===== src/rtl/prime_check_core.sv =====
// Trial-division primality core behind a start/done handshake.
// Each candidate divisor goes through one square test, then W bit-serial restoring remainder steps.
module prime_check_core #(
  parameter int unsigned DATA_WIDTH = 32
) (
  input  logic                  clock,
  input  logic                  reset,
  input  logic                  start_port,
  input  logic [DATA_WIDTH-1:0] n,
  output logic                  done_port,
  output logic                  return_port
);

  localparam int unsigned W  = DATA_WIDTH;
  localparam int unsigned IW = $clog2(DATA_WIDTH);

  typedef enum logic [1:0] {
    S_IDLE,
    S_CHECK,
    S_DIV,
    S_DONE
  } state_t;

  state_t          r_state;
  state_t          w_state_next;
  logic            w_result_next;

  logic [W-1:0]    r_nr;
  logic [W-1:0]    r_d;
  logic [W-1:0]    r_rem;
  logic [IW-1:0]   r_i;
  logic            r_done;
  logic            r_result;

  logic [2*W-1:0]  w_dd;
  logic [2*W-1:0]  w_nr_ext;
  logic [W:0]      w_rem_shift;
  logic [W:0]      w_rem_next;
  logic            w_ge;
  logic            w_last_step;

  // The square is formed at double width so the largest operand cannot overflow it.
  assign w_dd        = {{W{1'b0}}, r_d} * {{W{1'b0}}, r_d};
  assign w_nr_ext    = {{W{1'b0}}, r_nr};
  assign w_rem_shift = {r_rem, r_nr[r_i]};
  assign w_ge        = (w_rem_shift >= {1'b0, r_d});
  assign w_rem_next  = w_ge ? (w_rem_shift - {1'b0, r_d}) : w_rem_shift;
  assign w_last_step = (r_i == IW'(0));

  assign done_port   = r_done;
  assign return_port = r_result;

  always_ff @(posedge clock or posedge reset) begin
    if (reset) begin
      r_state <= S_IDLE;
    end else begin
      r_state <= w_state_next;
    end
  end

  always_comb begin
    w_state_next  = r_state;
    w_result_next = 1'b0;
    case (r_state)
      S_IDLE: begin
        if (start_port) begin
          w_state_next = (n < W'(2)) ? S_DONE : S_CHECK;
        end
      end
      S_CHECK: begin
        if (w_dd > w_nr_ext) begin
          w_state_next  = S_DONE;
          w_result_next = 1'b1;
        end else begin
          w_state_next = S_DIV;
        end
      end
      S_DIV: begin
        if (w_last_step) begin
          w_state_next = (w_rem_next == '0) ? S_DONE : S_CHECK;
        end
      end
      S_DONE: begin
        w_state_next = S_IDLE;
      end
      default: begin
        w_state_next = S_IDLE;
      end
    endcase
  end

  // Datapath and registered handshake outputs; done rises on the edge that enters DONE.
  always_ff @(posedge clock or posedge reset) begin
    if (reset) begin
      r_nr     <= '0;
      r_d      <= '0;
      r_rem    <= '0;
      r_i      <= '0;
      r_done   <= 1'b0;
      r_result <= 1'b0;
    end else begin
      r_done <= (w_state_next == S_DONE);
      if (w_state_next == S_DONE) begin
        r_result <= w_result_next;
      end
      case (r_state)
        S_IDLE: begin
          if (start_port) begin
            r_nr <= n;
            r_d  <= W'(2);
          end
        end
        S_CHECK: begin
          r_rem <= '0;
          r_i   <= IW'(W - 1);
        end
        S_DIV: begin
          r_rem <= w_rem_next[W-1:0];
          r_i   <= r_i - IW'(1);
          if (w_last_step) begin
            r_d <= r_d + W'(1);
          end
        end
        default: begin
        end
      endcase
    end
  end

endmodule


===== config.mk =====
export PLATFORM = sky130hd
export DESIGN_NAME = prime_check_core
export DESIGN_NICKNAME = d
export VERILOG_FILES = /design/src/rtl/prime_check_core.sv
export SDC_FILE = /design/constraint.sdc
export NUM_CORES = 2
export LEC_CHECK = 0
export BUFFER_PORTS_ARGS = -buffer_cell sky130_fd_sc_hd__clkbuf_2
export CORE_ASPECT_RATIO = 0.7
export CORE_MARGIN = 2
export CORE_UTILIZATION = 36
export DETAILED_ROUTE_END_ITERATION = 8
export PLACE_DENSITY = 0.59
export SYNTH_ARGS = -nofsm -noshare
export SYNTH_HDL_FRONTEND = slang
export SYNTH_SLANG_ARGS = --single-unit

===== constraint.sdc =====
create_clock -name clock -period 24 [get_ports clock]
set_input_delay 1.2 -clock clock [delete_from_list [all_inputs] [get_ports clock]]
set_output_delay 1.2 -clock clock [all_outputs]
set_load 0.005 [all_outputs]

==> results by stage <==
Min path:
- The path class of the tightest hold or removal check is reg -> reg.

Pwr:
- The register share of total power is 16.4%.
- In this run, the combinational gates consume between 70% and 80% of the power.
- The power density over the cells is 47.0 mW/mm².
- Net switching is 53.8% of the power.
- The internal power is ~0.86 mW.
- The switching power is ~1 mW.
- Across the VDD grid, the largest voltage drop is 0.000200 V.
- Summed over all cells, the static leakage comes to 21.4 nW.
- The portion of total power attributed to the clock network is a little under a tenth.
- The overall power consumption is 1.86 mW.

Logic synthesis:
- Counting flops with an async set or reset pin after synthesis yields a share of 100%.
- The flip-flop and latch count after synthesis is 105.
- The cell count after synthesis came out at between 4000 and 5000.
- The number of warnings reported in the yosys synthesis log is 0.
- The post-synthesis area per instance is 8.82 µm².
- The count of unique library cells instantiated by Yosys is slightly above 90.
- The net count after synthesis is 5448.
- For this run, the register share of the synthesized area comes to 6.99%.
- Yosys mapped a number of flops with a built-in enable equal to 0.
- The post-synthesis instance area is 0.0376 mm².
- The most used flip-flop cell after synthesis is sky130_fd_sc_hd__dfrtp_1.

Place:
- The placer's final routability congestion estimate is 0.976.
- The worst slack at placement is roughly 13000 ps.
- The placed instances occupy a cell area of a little under 0.04 mm².
- After legalization and detailed placement, the total HPWL measured 98900 µm.
- Port buffering added 36 buffers.

Clock tree:
- The number of instances resized during post-cts repair is 0.
- The clock root buffer master is sky130_fd_sc_hd__clkbuf_16.
- The depth of the CTS H-tree is 3.
- The clock sink total is 105.
- The hold buffer count at cts is 0.
- Clock-pin slew was measured on the worst setup and hold paths at ~80 ps.
- Clock tree synthesis inserted a total of 9 buffers.
- The clock latency on the worst-skew pair is 430 ps.
- Buffers added to address setup during post-CTS repair amount to 0.
- The clock tree from TritonCTS is done.
- The number of buffers on the longest clock path is 2.

Die:
- The area of the core is around 0.10 mm².
- The die is 274 µm tall.
- The initial utilization of the core area, before any placement, comes to approximately 36%.
- The placement row count is between 90 and 100.
- The die covers between 0.1 and 0.15 mm².
- 37 I/O pins were placed.
- From left edge to right edge, the die measures 390 µm.

Global routing:
- The pin count of the biggest net entering global routing is 73.
- Global routing consumed, over all layers together, 22.8% of the routing resources.
- The overall overflow remaining after global route is 0.
- The initial antenna violation count is 3.
- The global-route wire length before repair is 183000 µm.
- The via count of the first global-routing pass came to 29400.

Finish:
- At the end of the flow, the number of nets in the layout was 5378.
- The fraction of layout cells with a size suffix above 1 is 4.74%.
- In the layout the commonest cells are 1081 x sky130_fd_sc_hd__inv_1, 803 x sky130_fd_sc_hd__fa_1, 433 x sky130_fd_sc_hd__nand2_1.
- The total of fill cells in the finished design is 10600.
- From synthesis to final layout, the design area changed by 5.24%.
- The post-route cell area is 0.0395 mm².
- Leaving out fill and tap cells, the most frequent cell in the layout is sky130_fd_sc_hd__inv_1.

STA:
- The total of endpoints with negative setup slack in the final report is 0.
- The setup clock skew after layout is around 34 ps.
- The worst-margin pin slew is 1240 ps.
- The number of max-slew violations in the final report is 0.
- The final period utilization is 45.6%.
- Setup repair after global routing left no endpoint under its margin.
- Headroom to the max-slew limit came out at 17.4%.
- The sum of negative setup slack is 0 ps.
- The final setup slack of the worst path is 13060 ps.
- The final hold violation count is 0.
- The maximum clock rate is 0.0914 GHz.
- Counting I/O delays and the setup requirement, the final critical path takes 10940 ps.
- The worst hold slack is 530 ps.

Worst setup path:
- For flop-to-flop paths, the worst setup slack is ~13000 ps.
- Data on the critical path is required at its endpoint by between 20000 and 25000 ps.
- STA classifies the critical path startpoint as a flop.
- The cell that appears most often on the critical path is sky130_fd_sc_hd__fa_1.
- STA classifies the critical path endpoint as a flop.
- For this run, the slowest stage of the critical path takes roughly 850 ps.
- Data arrives at the worst endpoint at 11240 ps.
- The slowest cell on the critical path is sky130_fd_sc_hd__clkinv_1.
- The critical path in this run is classified as reg -> reg.
- Along the worst path, the maximum fanout reaches 17.

Run status:
- The flow ran to the end, and the final reports show no timing, DRC or antenna violations.

Run:
- The count of maximum capacitance violations is 0.

Routing:
- The initial detailed-routing violation count is between 3000 and 4000.
- The final routed wire length divided by cell count is 21.6 µm.
- The post-route DRC violation count is 0.
- The mean number of vias per cell is about 5.2.
- The post-route antenna net violation count is 0.
- The routed via count is 29100.
- For this run, the detailed router's first-pass iteration total came to 6.
- The total wire length after detailed routing is 120000 µm.
==> Yosys cell counts (all sizes together), types with 24 or more instances <==
cell type,number,area [µm²]
a21o,41,308
a21oi,149,772
buf,56,273
clkbuf,127,478
dfrtp,105,2630
fa,803,16100
ha,349,4370
inv,1084,4070
mux2,34,383
mux2i,24,240
nand2,433,1630
nand3,36,180
nand4,61,382
nor2,354,1330
nor3,38,190
nor4,30,200
o21ai,103,515
xnor2,69,604
xor2,38,333
==> final cells by class <==
type / count / area (µm²) / area share, %
multi-input combinational: 2879 / 30100 / 76.1
inverter: 1094 / 4110 / 10.4
sequential: 105 / 2630 / 6.64
tap: 1363 / 1710 / 4.31
timing repair buffer: 102 / 676 / 1.71
clock buffer: 12 / 246 / 0.623
clock inverter: 4 / 76.3 / 0.193
antenna: 1 / 2.50 / 0.00633
==> metal layers <==
metal | vias to the layer above | global-route usage, % | part of all wire (%)
met4 | 4 | 4.06 | 1.8
met1 | 14600 | 34.5 | 46
met3 | 130 | 7.46 | 12
met5 | - | 0.798 | 0.11
li1 | 13000 | - | -
met2 | 1384 | 31.5 | 40
==> power groups by stage <==
stage	registers, mW	logic (mW)	clock network, mW
after global routing	0.309	1.50	0.186
final	0.304	1.38	0.175
after detailed placement	0.306	1.34	0
after CTS	0.303	1.34	0.179
after global placement	0.306	1.33	0
after floorplan	0.269	1.04	0
==> through the flow <==
step | util, % | cells
3_3_place_gp | 37.8 | 5543
6_report | 38.1 | 5560
3_5_place_dp | 37.8 | 5543
2_1_floorplan | - | 4261
4_1_cts | 38.1 | 5559
5_1_grt | 38.1 | 5559
==> logic make-up (layout without fill, tap and decap cells) <==
logic type,count (synthesis),after routing,share of synthesized area (%)
flops,105,105,6.99
simple gates,1046,1046,12.2
other cells,0,1,0
xor+xnor,107,107,2.49
buf+inv,1277,1212,12.9
mux,67,67,2.20
compound gates,507,507,8.82
fa+ha+maj,1152,1152,54.4
==> path summary, 6_finish.rpt <==
path | startpoint | endpoint | cells past startpoint
max in group asynchronous | reset | r_d[20] | 3
worst max register to register | r_d[12] | return_port | 30
worst min register to register | r_nr[3] | r_nr[3] | 1
worst min-delay path | r_nr[3] | r_nr[3] | 1
min in group asynchronous | reset | r_nr[6] | 2
worst max-delay path | r_d[12] | return_port | 30
==> sequential cells by signal, summed over array words and instances, names as in the netlist <==
register     cells
done_port        1
r_i              5
r_nr            32
r_d             32
r_state          2
r_rem           32
return_port      1
==> critical path: cells and delay by family (launching register included) <==
family | cells | cell delay (ps)
AO/OA/AOI/OAI | 6 | 1730
adder cells (fa/ha/maj) | 10 | 4690
XOR/XNOR | 1 | 90
flip-flops | 1 | 360
buffers and inverters | 3 | 970
AND/OR/NAND/NOR | 10 | 3020
No activity file was read; power rests on OpenSTA's default activity.
